<file path="config.mk">
export PLATFORM = sky130hd
export DESIGN_NAME = pg_port_quiesce_ctrl
export DESIGN_NICKNAME = d
export VERILOG_FILES = /design/src/rtl/pg_port_quiesce_ctrl.sv
export SDC_FILE = /design/constraint.sdc
export NUM_CORES = 1
export LEC_CHECK = 0
export CAP_MARGIN = 20
export CORE_UTILIZATION = 35
export CTS_BUF_LIST = sky130_fd_sc_hd__clkbuf_8
export CTS_CLUSTER_DIAMETER = 30
export DETAILED_ROUTE_END_ITERATION = 16
export PLACE_DENSITY = 0.64
export SETUP_SLACK_MARGIN = 0.02
export SYNTH_ARGS = -nofsm -noshare
export SYNTH_HDL_FRONTEND = slang
export SYNTH_SLANG_ARGS = --single-unit
</file>
<file path="constraint.sdc">
create_clock -name clk -period 5.95 [get_ports clk]
set_input_delay 1.4875 -clock clk [delete_from_list [all_inputs] [get_ports clk]]
set_output_delay 1.4875 -clock clk [all_outputs]
set_load 0.01 [all_outputs]
</file>
<file path="src/rtl/pg_port_quiesce_ctrl.sv">
// Per-port reset sequencer: lets in-flight AFU TX packets finish at tlast,
// then asserts, holds and releases the port reset before reopening TX.
module pg_port_quiesce_ctrl #(
   parameter int unsigned NUM_PORTS     = 4,
   parameter int unsigned NUM_TX_CH     = 2,
   parameter int unsigned DRAIN_TIMEOUT = 1024,
   parameter int unsigned RST_HOLD      = 16,
   parameter int unsigned SETTLE        = 4
) (
   input  logic                           clk,
   input  logic                           rst,
   input  logic [NUM_PORTS-1:0]           port_rst_req,
   input  logic [NUM_PORTS*NUM_TX_CH-1:0] tx_tvalid,
   input  logic [NUM_PORTS*NUM_TX_CH-1:0] tx_tready,
   input  logic [NUM_PORTS*NUM_TX_CH-1:0] tx_tlast,
   output logic [NUM_PORTS*NUM_TX_CH-1:0] tx_block,
   output logic [NUM_PORTS-1:0]           port_rst_n,
   output logic [NUM_PORTS-1:0]           port_rst_ack,
   output logic [NUM_PORTS-1:0]           drain_timeout
);

   localparam int unsigned DRAIN_MAX = (DRAIN_TIMEOUT > 0) ? DRAIN_TIMEOUT : 1;
   localparam int unsigned DRAIN_W   = $clog2(DRAIN_MAX + 1);
   localparam int unsigned HOLD_W    = $clog2(RST_HOLD + 1);
   localparam int unsigned SET_W     = $clog2(SETTLE + 1);
   localparam bit          TIMEOUT_EN = (DRAIN_TIMEOUT != 0);

   localparam logic [DRAIN_W-1:0] DRAIN_LAST = DRAIN_W'(DRAIN_MAX - 1);
   localparam logic [HOLD_W-1:0]  HOLD_LAST  = HOLD_W'(RST_HOLD - 1);
   localparam logic [HOLD_W-1:0]  HOLD_MAX   = HOLD_W'(RST_HOLD);
   localparam logic [SET_W-1:0]   SET_LAST   = SET_W'(SETTLE - 1);
   localparam logic [SET_W-1:0]   SET_MAX    = SET_W'(SETTLE);

   typedef enum logic [3:0] {
      ST_RUN    = 4'b0001,
      ST_DRAIN  = 4'b0010,
      ST_RESET  = 4'b0100,
      ST_SETTLE = 4'b1000
   } state_e;

   for (genvar p = 0; p < NUM_PORTS; p++) begin : g_port
      localparam int unsigned LO = p * NUM_TX_CH;

      state_e               state_q, state_d;
      logic [HOLD_W-1:0]    hold_q, hold_d;
      logic [DRAIN_W-1:0]   drain_q, drain_d;
      logic [SET_W-1:0]     settle_q, settle_d;
      logic [NUM_TX_CH-1:0] in_pkt_q, in_pkt_d;
      logic [NUM_TX_CH-1:0] blk_q, blk_d;
      logic [NUM_TX_CH-1:0] hs;
      logic                 rst_n_q, rst_n_d;
      logic                 ack_q, ack_d;
      logic                 to_q, to_d;

      assign hs = tx_tvalid[LO +: NUM_TX_CH] & tx_tready[LO +: NUM_TX_CH];

      always_ff @(posedge clk or posedge rst) begin
         if (rst) begin
            state_q  <= ST_RESET;
            hold_q   <= '0;
            drain_q  <= '0;
            settle_q <= '0;
            in_pkt_q <= '0;
            blk_q    <= '1;
            rst_n_q  <= 1'b0;
            ack_q    <= 1'b0;
            to_q     <= 1'b0;
         end else begin
            state_q  <= state_d;
            hold_q   <= hold_d;
            drain_q  <= drain_d;
            settle_q <= settle_d;
            in_pkt_q <= in_pkt_d;
            blk_q    <= blk_d;
            rst_n_q  <= rst_n_d;
            ack_q    <= ack_d;
            to_q     <= to_d;
         end
      end

      always_comb begin
         state_d  = state_q;
         hold_d   = '0;
         drain_d  = drain_q;
         settle_d = '0;
         to_d     = to_q;

         unique case (state_q)
            ST_RUN: begin
               if (port_rst_req[p]) begin
                  state_d = ST_DRAIN;
                  drain_d = '0;
                  to_d    = 1'b0;
               end
            end
            ST_DRAIN: begin
               if (drain_q != '1) drain_d = drain_q + DRAIN_W'(1);
               // Exit uses registered flags, so the last tlast beat is already gone.
               if (in_pkt_q == '0) begin
                  state_d = ST_RESET;
               end else if (TIMEOUT_EN && (drain_q == DRAIN_LAST)) begin
                  state_d = ST_RESET;
                  to_d    = 1'b1;
               end
            end
            ST_RESET: begin
               hold_d = (hold_q == HOLD_MAX) ? hold_q : hold_q + HOLD_W'(1);
               if ((hold_q >= HOLD_LAST) && !port_rst_req[p]) begin
                  state_d = ST_SETTLE;
                  hold_d  = '0;
               end
            end
            ST_SETTLE: begin
               settle_d = (settle_q == SET_MAX) ? settle_q : settle_q + SET_W'(1);
               if (port_rst_req[p]) begin
                  state_d  = ST_RESET;
                  settle_d = '0;
               end else if (settle_q >= SET_LAST) begin
                  state_d  = ST_RUN;
                  settle_d = '0;
               end
            end
            default: state_d = ST_RESET;
         endcase

         in_pkt_d = (hs & ~tx_tlast[LO +: NUM_TX_CH]) | (in_pkt_q & ~hs);
         if (state_d == ST_RESET) in_pkt_d = '0;

         // Outputs are registered from the next-state view so they align with the state.
         rst_n_d = (state_d != ST_RESET);
         ack_d   = (state_d == ST_RESET) && (hold_d >= HOLD_LAST);
         case (state_d)
            ST_RUN:   blk_d = '0;
            ST_DRAIN: blk_d = ~in_pkt_d;
            default:  blk_d = '1;
         endcase
      end

      assign tx_block[LO +: NUM_TX_CH] = blk_q;
      assign port_rst_n[p]             = rst_n_q;
      assign port_rst_ack[p]           = ack_q;
      assign drain_timeout[p]          = to_q;
   end

endmodule

</file>
==> results.json, run 1 <==
{
  "port_buffers": 49,
  "dp_hpwl_mm": 9.07,
  "tightestPinTransition_ps": 1010,
  "drive_above_1_share": 0.0939,
  "num_io_pins": 50,
  "cts.path.max_buffers": 2,
  "cts_hold_buf": 0,
  "final_antenna_net_count": 0,
  "placement_rows": 48,
  "cp_slowest_stage_delay_ps": 530,
  "cp.depth": 1,
  "antenna_found_initial": 0,
  "htree_levels": 4,
  "yosys_warnings": 0,
  "design.die.area_um2": 18300,
  "final_common_cell": "dfrtp_1",
  "die_w_um": 135,
  "area_growth_pct": 18.2,
  "outcome": "completed",
  "layout_min_cycle_time_ps": 2980,
  "drv_slew": 0,
  "end_kind": "output pin",
  "path_class": "register to output pin",
  "syn_area_per_cell_um2": 9.91,
  "cts.clk_slew.worst_paths_ps": 70,
  "insertion_delay_ps": 440,
  "grt_pass1_vias": 4885,
  "multi_input_area_um2": 2920,
  "cts_tree": "built",
  "finalSetupTns_ps": 0,
  "holdWs_ps": 496,
  "syn_nets": 685,
  "yosys_most_used_dff": "dfrtp_1",
  "whs_path_depth": 2,
  "start_util": 0.359,
  "post_cts_buffers": 0,
  "cts_buffers": 17,
  "cp_top_family": "flip-flops",
  "drt-initial-drc-count": 193,
  "finalHoldViolCount": 0,
  "placed_area_um2": 6880,
  "reg2reg_depth": 7,
  "antennaDiodeCount": 0,
  "grt_pass1_wl_mm": 21.9,
  "ys_async_sr_fraction": 1.00,
  "synthCells": 627,
  "min_path_type": "register to register",
  "power.density_nw_per_um2": 310,
  "cts_resized": 0,
  "fmax_ghz": 0.336,
  "path_buf_inv": 1,
  "globalRouteTotalUtil": 0.149,
  "fin_nets": 737,
  "synth_edf_count": 0,
  "finalCritPeriodShare": 0.500,
  "final_area_um2": 7350,
  "p_leak_nw": 3.05,
  "arrival_ps": 1490,
  "drt-pass1-iter-count": 5,
  "avgViaCountPerCell": 5.38,
  "ys_top_cells_by_area": "dfrtp_1, ha_1, dfstp_2, a21oi_1, nand2_1",
  "max_slew_margin": 0.318,
  "netlist_area_um2": 6220,
  "die_h_um": 135,
  "yosys.area.top_type": "dfrtp_1",
  "finalSetupViolCount": 0,
  "skew_ps": 13.1,
  "vias": 4932,
  "worstPathRequired_ps": 4460,
  "core_um2": 17300,
  "cts.sinks": 120,
  "peakVddDrop_v": 0.000205,
  "cap_violations": 0,
  "overflow": 0,
  "ys_types": 54,
  "startpoint_type": "register",
  "seq_area_um2": 3020,
  "nFillCells": 1626,
  "yosysSeqAreaShare": 0.486,
  "cp_cell_sequence": "clkdlybuf4s50_1",
  "synth-seq-cells": 120,
  "final_cell_mix": "dfrtp_1, a21oi_1, nand2_1, clkdlybuf4s50_1, inv_1",
  "drc_errors": 0,
  "wirelength_mm": 12.7,
  "wl_per_cell_um": 13.8,
  "path_max_fanout": 1,
  "slowest_stage": "dfstp_2",
  "place_congestion": 0.817,
  "synth_top_area_share": 0.435,
  "cts-root-buf": "clkbuf_8",
  "rsz0062_at_grt": "no",
  "grt_max_degree": 90
}
[through the flow]
stage | power (mW) | worst slack (ps) | cells | utilization
floorplan | 1.37 | 1300 | 627 | -
global placement | 1.48 | 2660 | 883 | 0.398
detailed placement | 1.51 | 2600 | 883 | 0.398
CTS | 2.31 | 2930 | 915 | 0.423
global route | 2.43 | 2900 | 917 | 0.425
finish | 2.28 | 2970 | 917 | 0.425
[sequential cells by signal, summed over array words and instances, names as in the netlist]
register         flops
g_port.in_pkt_q      8
g_port.to_q          4
g_port.ack_q         4
g_port.settle_q     12
g_port.state_q      16
g_port.rst_n_q       4
g_port.hold_q       20
g_port.drain_q      44
g_port.blk_q         8
[routing by layer]
layer | routed length (um) | up-vias | GRT usage
met3 | 478 | 13 | 0.0430
met4 | 155 | 0 | 0.0456
met5 | 0 | - | 0
met1 | 5510 | 2432 | 0.170
li1 | - | 2403 | -
met2 | 6560 | 84 | 0.269
[cell type report]
class,instances,share of cell area
Clock buffer,19,0.0356
Clock inverter,13,0.0228
Inverter,43,0.0223
Multi-Input combinational cell,444,0.397
Sequential cell,120,0.411
Tap cell,225,0.0383
Timing Repair Buffer,53,0.0736
[cells in the mapped netlist, drive strengths merged (3+ instances only)]
| library cell | instances |
|---|---|
| nand3 | 32 |
| inv | 43 |
| dfrtp | 108 |
| xnor2 | 7 |
| nand3b | 3 |
| clkbuf | 7 |
| or2 | 6 |
| nor3b | 7 |
| nand2 | 49 |
| a211o | 6 |
| o211ai | 9 |
| a211oi | 5 |
| a21boi | 4 |
| dfstp | 12 |
| and2 | 6 |
| and3 | 11 |
| nor4 | 10 |
| nor2 | 38 |
| a31oi | 14 |
| xor2 | 6 |
| nor3 | 12 |
| buf | 13 |
| o41ai | 4 |
| nand2b | 6 |
| and4 | 5 |
| o21ai | 16 |
| or4 | 11 |
| nor4b | 13 |
| a21oi | 54 |
| mux2i | 8 |
| ha | 28 |
| or3 | 11 |
| o31ai | 15 |
| or4b | 5 |
| nor2b | 10 |
| nand4 | 15 |
[worst paths after layout]
| kind | endpoint | start | slack (ps) |
|---|---|---|---|
| min in group asynchronous | g_port[2].drain_q[8] | rst | 1430 |
| max in group asynchronous | g_port[2].state_q[2] | rst | 3380 |
| max | tx_block[5] | g_port[2].blk_q[1] | 2970 |
| min | g_port[0].to_q | g_port[0].to_q | 500 |
| min reg2reg | g_port[0].to_q | g_port[0].to_q | 500 |
| max reg2reg | g_port[3].hold_q[2] | g_port[3].hold_q[0] | 3700 |
[logic make-up (layout without fill, tap and decap cells)]
| kind of cell | count (synthesis) | count (layout) | synth area share |
|---|---|---|---|
| simple gates | 253 | 253 | 0.235 |
| compound gates | 142 | 142 | 0.147 |
| flops | 120 | 120 | 0.486 |
| buf+inv | 63 | 128 | 0.0455 |
| fa+ha+maj | 28 | 28 | 0.0564 |
| xor+xnor | 13 | 13 | 0.0183 |
| mux | 8 | 8 | 0.0129 |
[report_power, final]
part	total, mW	internal, mW	switching (mW)
Clock	0.785	0.441	0.344
Combinational	0.460	0.215	0.245
Sequential	1.04	0.922	0.114
Note: power is estimated with default switching activity, not from simulation.
==> inputs of run 2 (changes only) <==
--- a/config.mk
+++ b/config.mk
@@ -10,7 +10,7 @@
 export CTS_BUF_LIST = sky130_fd_sc_hd__clkbuf_8
 export CTS_CLUSTER_DIAMETER = 30
 export DETAILED_ROUTE_END_ITERATION = 16
-export PLACE_DENSITY = 0.64
+export PLACE_DENSITY = 0.65
 export SETUP_SLACK_MARGIN = 0.02
 export SYNTH_ARGS = -nofsm -noshare
 export SYNTH_HDL_FRONTEND = slang
==> constraint.sdc (replaced) <==
create_clock -name clk -period 2.5 [get_ports clk]
set_input_delay 0.625 -clock clk [delete_from_list [all_inputs] [get_ports clk]]
set_output_delay 0.625 -clock clk [all_outputs]
set_load 0.01 [all_outputs]
==> results.json, run 2 (synthesized netlist as in run 1, its figures left out) <==
{
  "layout_min_cycle_time_ps": 2210,
  "path_max_fanout": 6,
  "drt-initial-drc-count": 365,
  "peakVddDrop_v": 0.000412,
  "antenna_found_initial": 0,
  "nFillCells": 1638,
  "cap_violations": 0,
  "fmax_ghz": 0.453,
  "largest_reg_flops": 44,
  "arrival_ps": 2550,
  "grt_pass1_vias": 5089,
  "finalSetupViolCount": 0,
  "avgViaCountPerCell": 5.40,
  "drv_slew": 0,
  "grt_max_degree": 75,
  "pre_cts_slack_ps": 199,
  "utilization": 0.424,
  "sequentialPowerShare": 0.483,
  "cts_tree": "built",
  "vias": 5000,
  "p_sw_mw": 1.59,
  "wl_per_cell_um": 13.8,
  "total_power_mw": 5.11,
  "design.die.area_um2": 18300,
  "start_util": 0.359,
  "finalCritPeriodShare": 0.883,
  "dp_hpwl_mm": 9.00,
  "grt_pass1_wl_mm": 22.2,
  "p_leak_nw": 3.08,
  "pwr-share-clk": 0.305,
  "final_cells": 926,
  "cts.clk_slew.worst_paths_ps": 70,
  "reg2reg_depth": 7,
  "wirelength_mm": 12.8,
  "cts-root-buf": "clkbuf_8",
  "antennaDiodeCount": 0,
  "dp.cells": 894,
  "startpoint_type": "register",
  "post_cts_buffers": 0,
  "skew_ps": 13.2,
  "final_area_um2": 7340,
  "reg.largest.list": "g_port.drain_q: 44 flops, g_port.hold_q: 20 flops, g_port.state_q: 16 flops",
  "max_slew_margin": 0.601,
  "cts.path.max_buffers": 2,
  "final_antenna_net_count": 0,
  "core_um2": 17300,
  "fin_ws_ps": 292,
  "die_w_um": 135,
  "power.density_nw_per_um2": 697,
  "end_kind": "register",
  "num_io_pins": 50,
  "placement_rows": 48,
  "fin_nets": 746,
  "tightestPinTransition_ps": 599,
  "globalRouteTotalUtil": 0.151,
  "cts_hold_buf": 0,
  "rsz0062_at_grt": "no",
  "p_int_mw": 3.53,
  "finalSetupTns_ps": 0,
  "outcome": "completed",
  "final_cell_mix": "dfrtp_1, a21oi_1, nand2_1, clkdlybuf4s50_1, inv_1",
  "cts_buffers": 17,
  "path_class": "register to register",
  "cts_resized": 0,
  "place_congestion": 0.822,
  "finalHoldViolCount": 0,
  "drc_errors": 0,
  "top_register": "g_port.drain_q",
  "insertion_delay_ps": 440,
  "die_h_um": 135,
  "worstPathRequired_ps": 2850,
  "whs_path_depth": 1,
  "overflow": 0,
  "drt-pass1-iter-count": 6,
  "cts.sinks": 120,
  "min_path_type": "register to register",
  "combPwrFrac": 0.212,
  "holdWs_ps": 489,
  "final_common_cell": "dfrtp_1",
  "drive_above_1_share": 0.0984,
  "swShare": 0.310,
  "htree_levels": 4,
  "port_buffers": 49,
  "area_growth_pct": 18.0,
  "placed_area_um2": 6980
}
[run 2: power by group through the flow]
stage	clock, mW	sequential [mW]	combinational (mW)
6_report	1.56	2.47	1.09
2_1_floorplan	0	2.43	0.834
3_3_place_gp	0	2.48	1.04
5_1_grt	1.70	2.51	1.23
4_1_cts	1.62	2.47	1.10
3_5_place_dp	0	2.50	1.09
[run 2: routing by layer]
| metal | vias up | GRT usage | wire [um] |
|---|---|---|---|
| met3 | 14 | 0.0412 | 548 |
| li1 | 2422 | - | - |
| met1 | 2453 | 0.176 | 5760 |
| met4 | 0 | 0.0618 | 188 |
| met5 | - | 0 | 0 |
| met2 | 111 | 0.260 | 6260 |
[run 2: worst max-delay path, stage by stage (launching register included)]
cell and delay (ps):
dfrtp_1 440, ha_1 260, and3_1 190, ha_1 170, nor2_1 210, a21oi_1 90, or4_1 530, nor3b_1 230
[run 2: layout make-up]
class | instances | area, um2 | area share
Sequential cell | 120 | 3020 | 0.411
Multi-Input combinational cell | 444 | 2920 | 0.397
Timing Repair Buffer | 62 | 601 | 0.0819
Clock buffer | 23 | 317 | 0.0432
Tap cell | 225 | 282 | 0.0384
Inverter | 43 | 165 | 0.0225
Clock inverter | 9 | 38.8 | 0.00529
[run 2: final timing paths]
check | start | end | slack [ps]
max reg2reg | g_port[3].hold_q[0] | g_port[3].hold_q[2] | 290
min reg2reg | g_port[1].settle_q[0] | g_port[1].settle_q[0] | 490
max in group asynchronous | rst | g_port[0].drain_q[7] | 1330
min in group asynchronous | rst | g_port[2].rst_n_q | 630
max | g_port[3].hold_q[0] | g_port[3].hold_q[2] | 290
min | g_port[1].settle_q[0] | g_port[1].settle_q[0] | 490
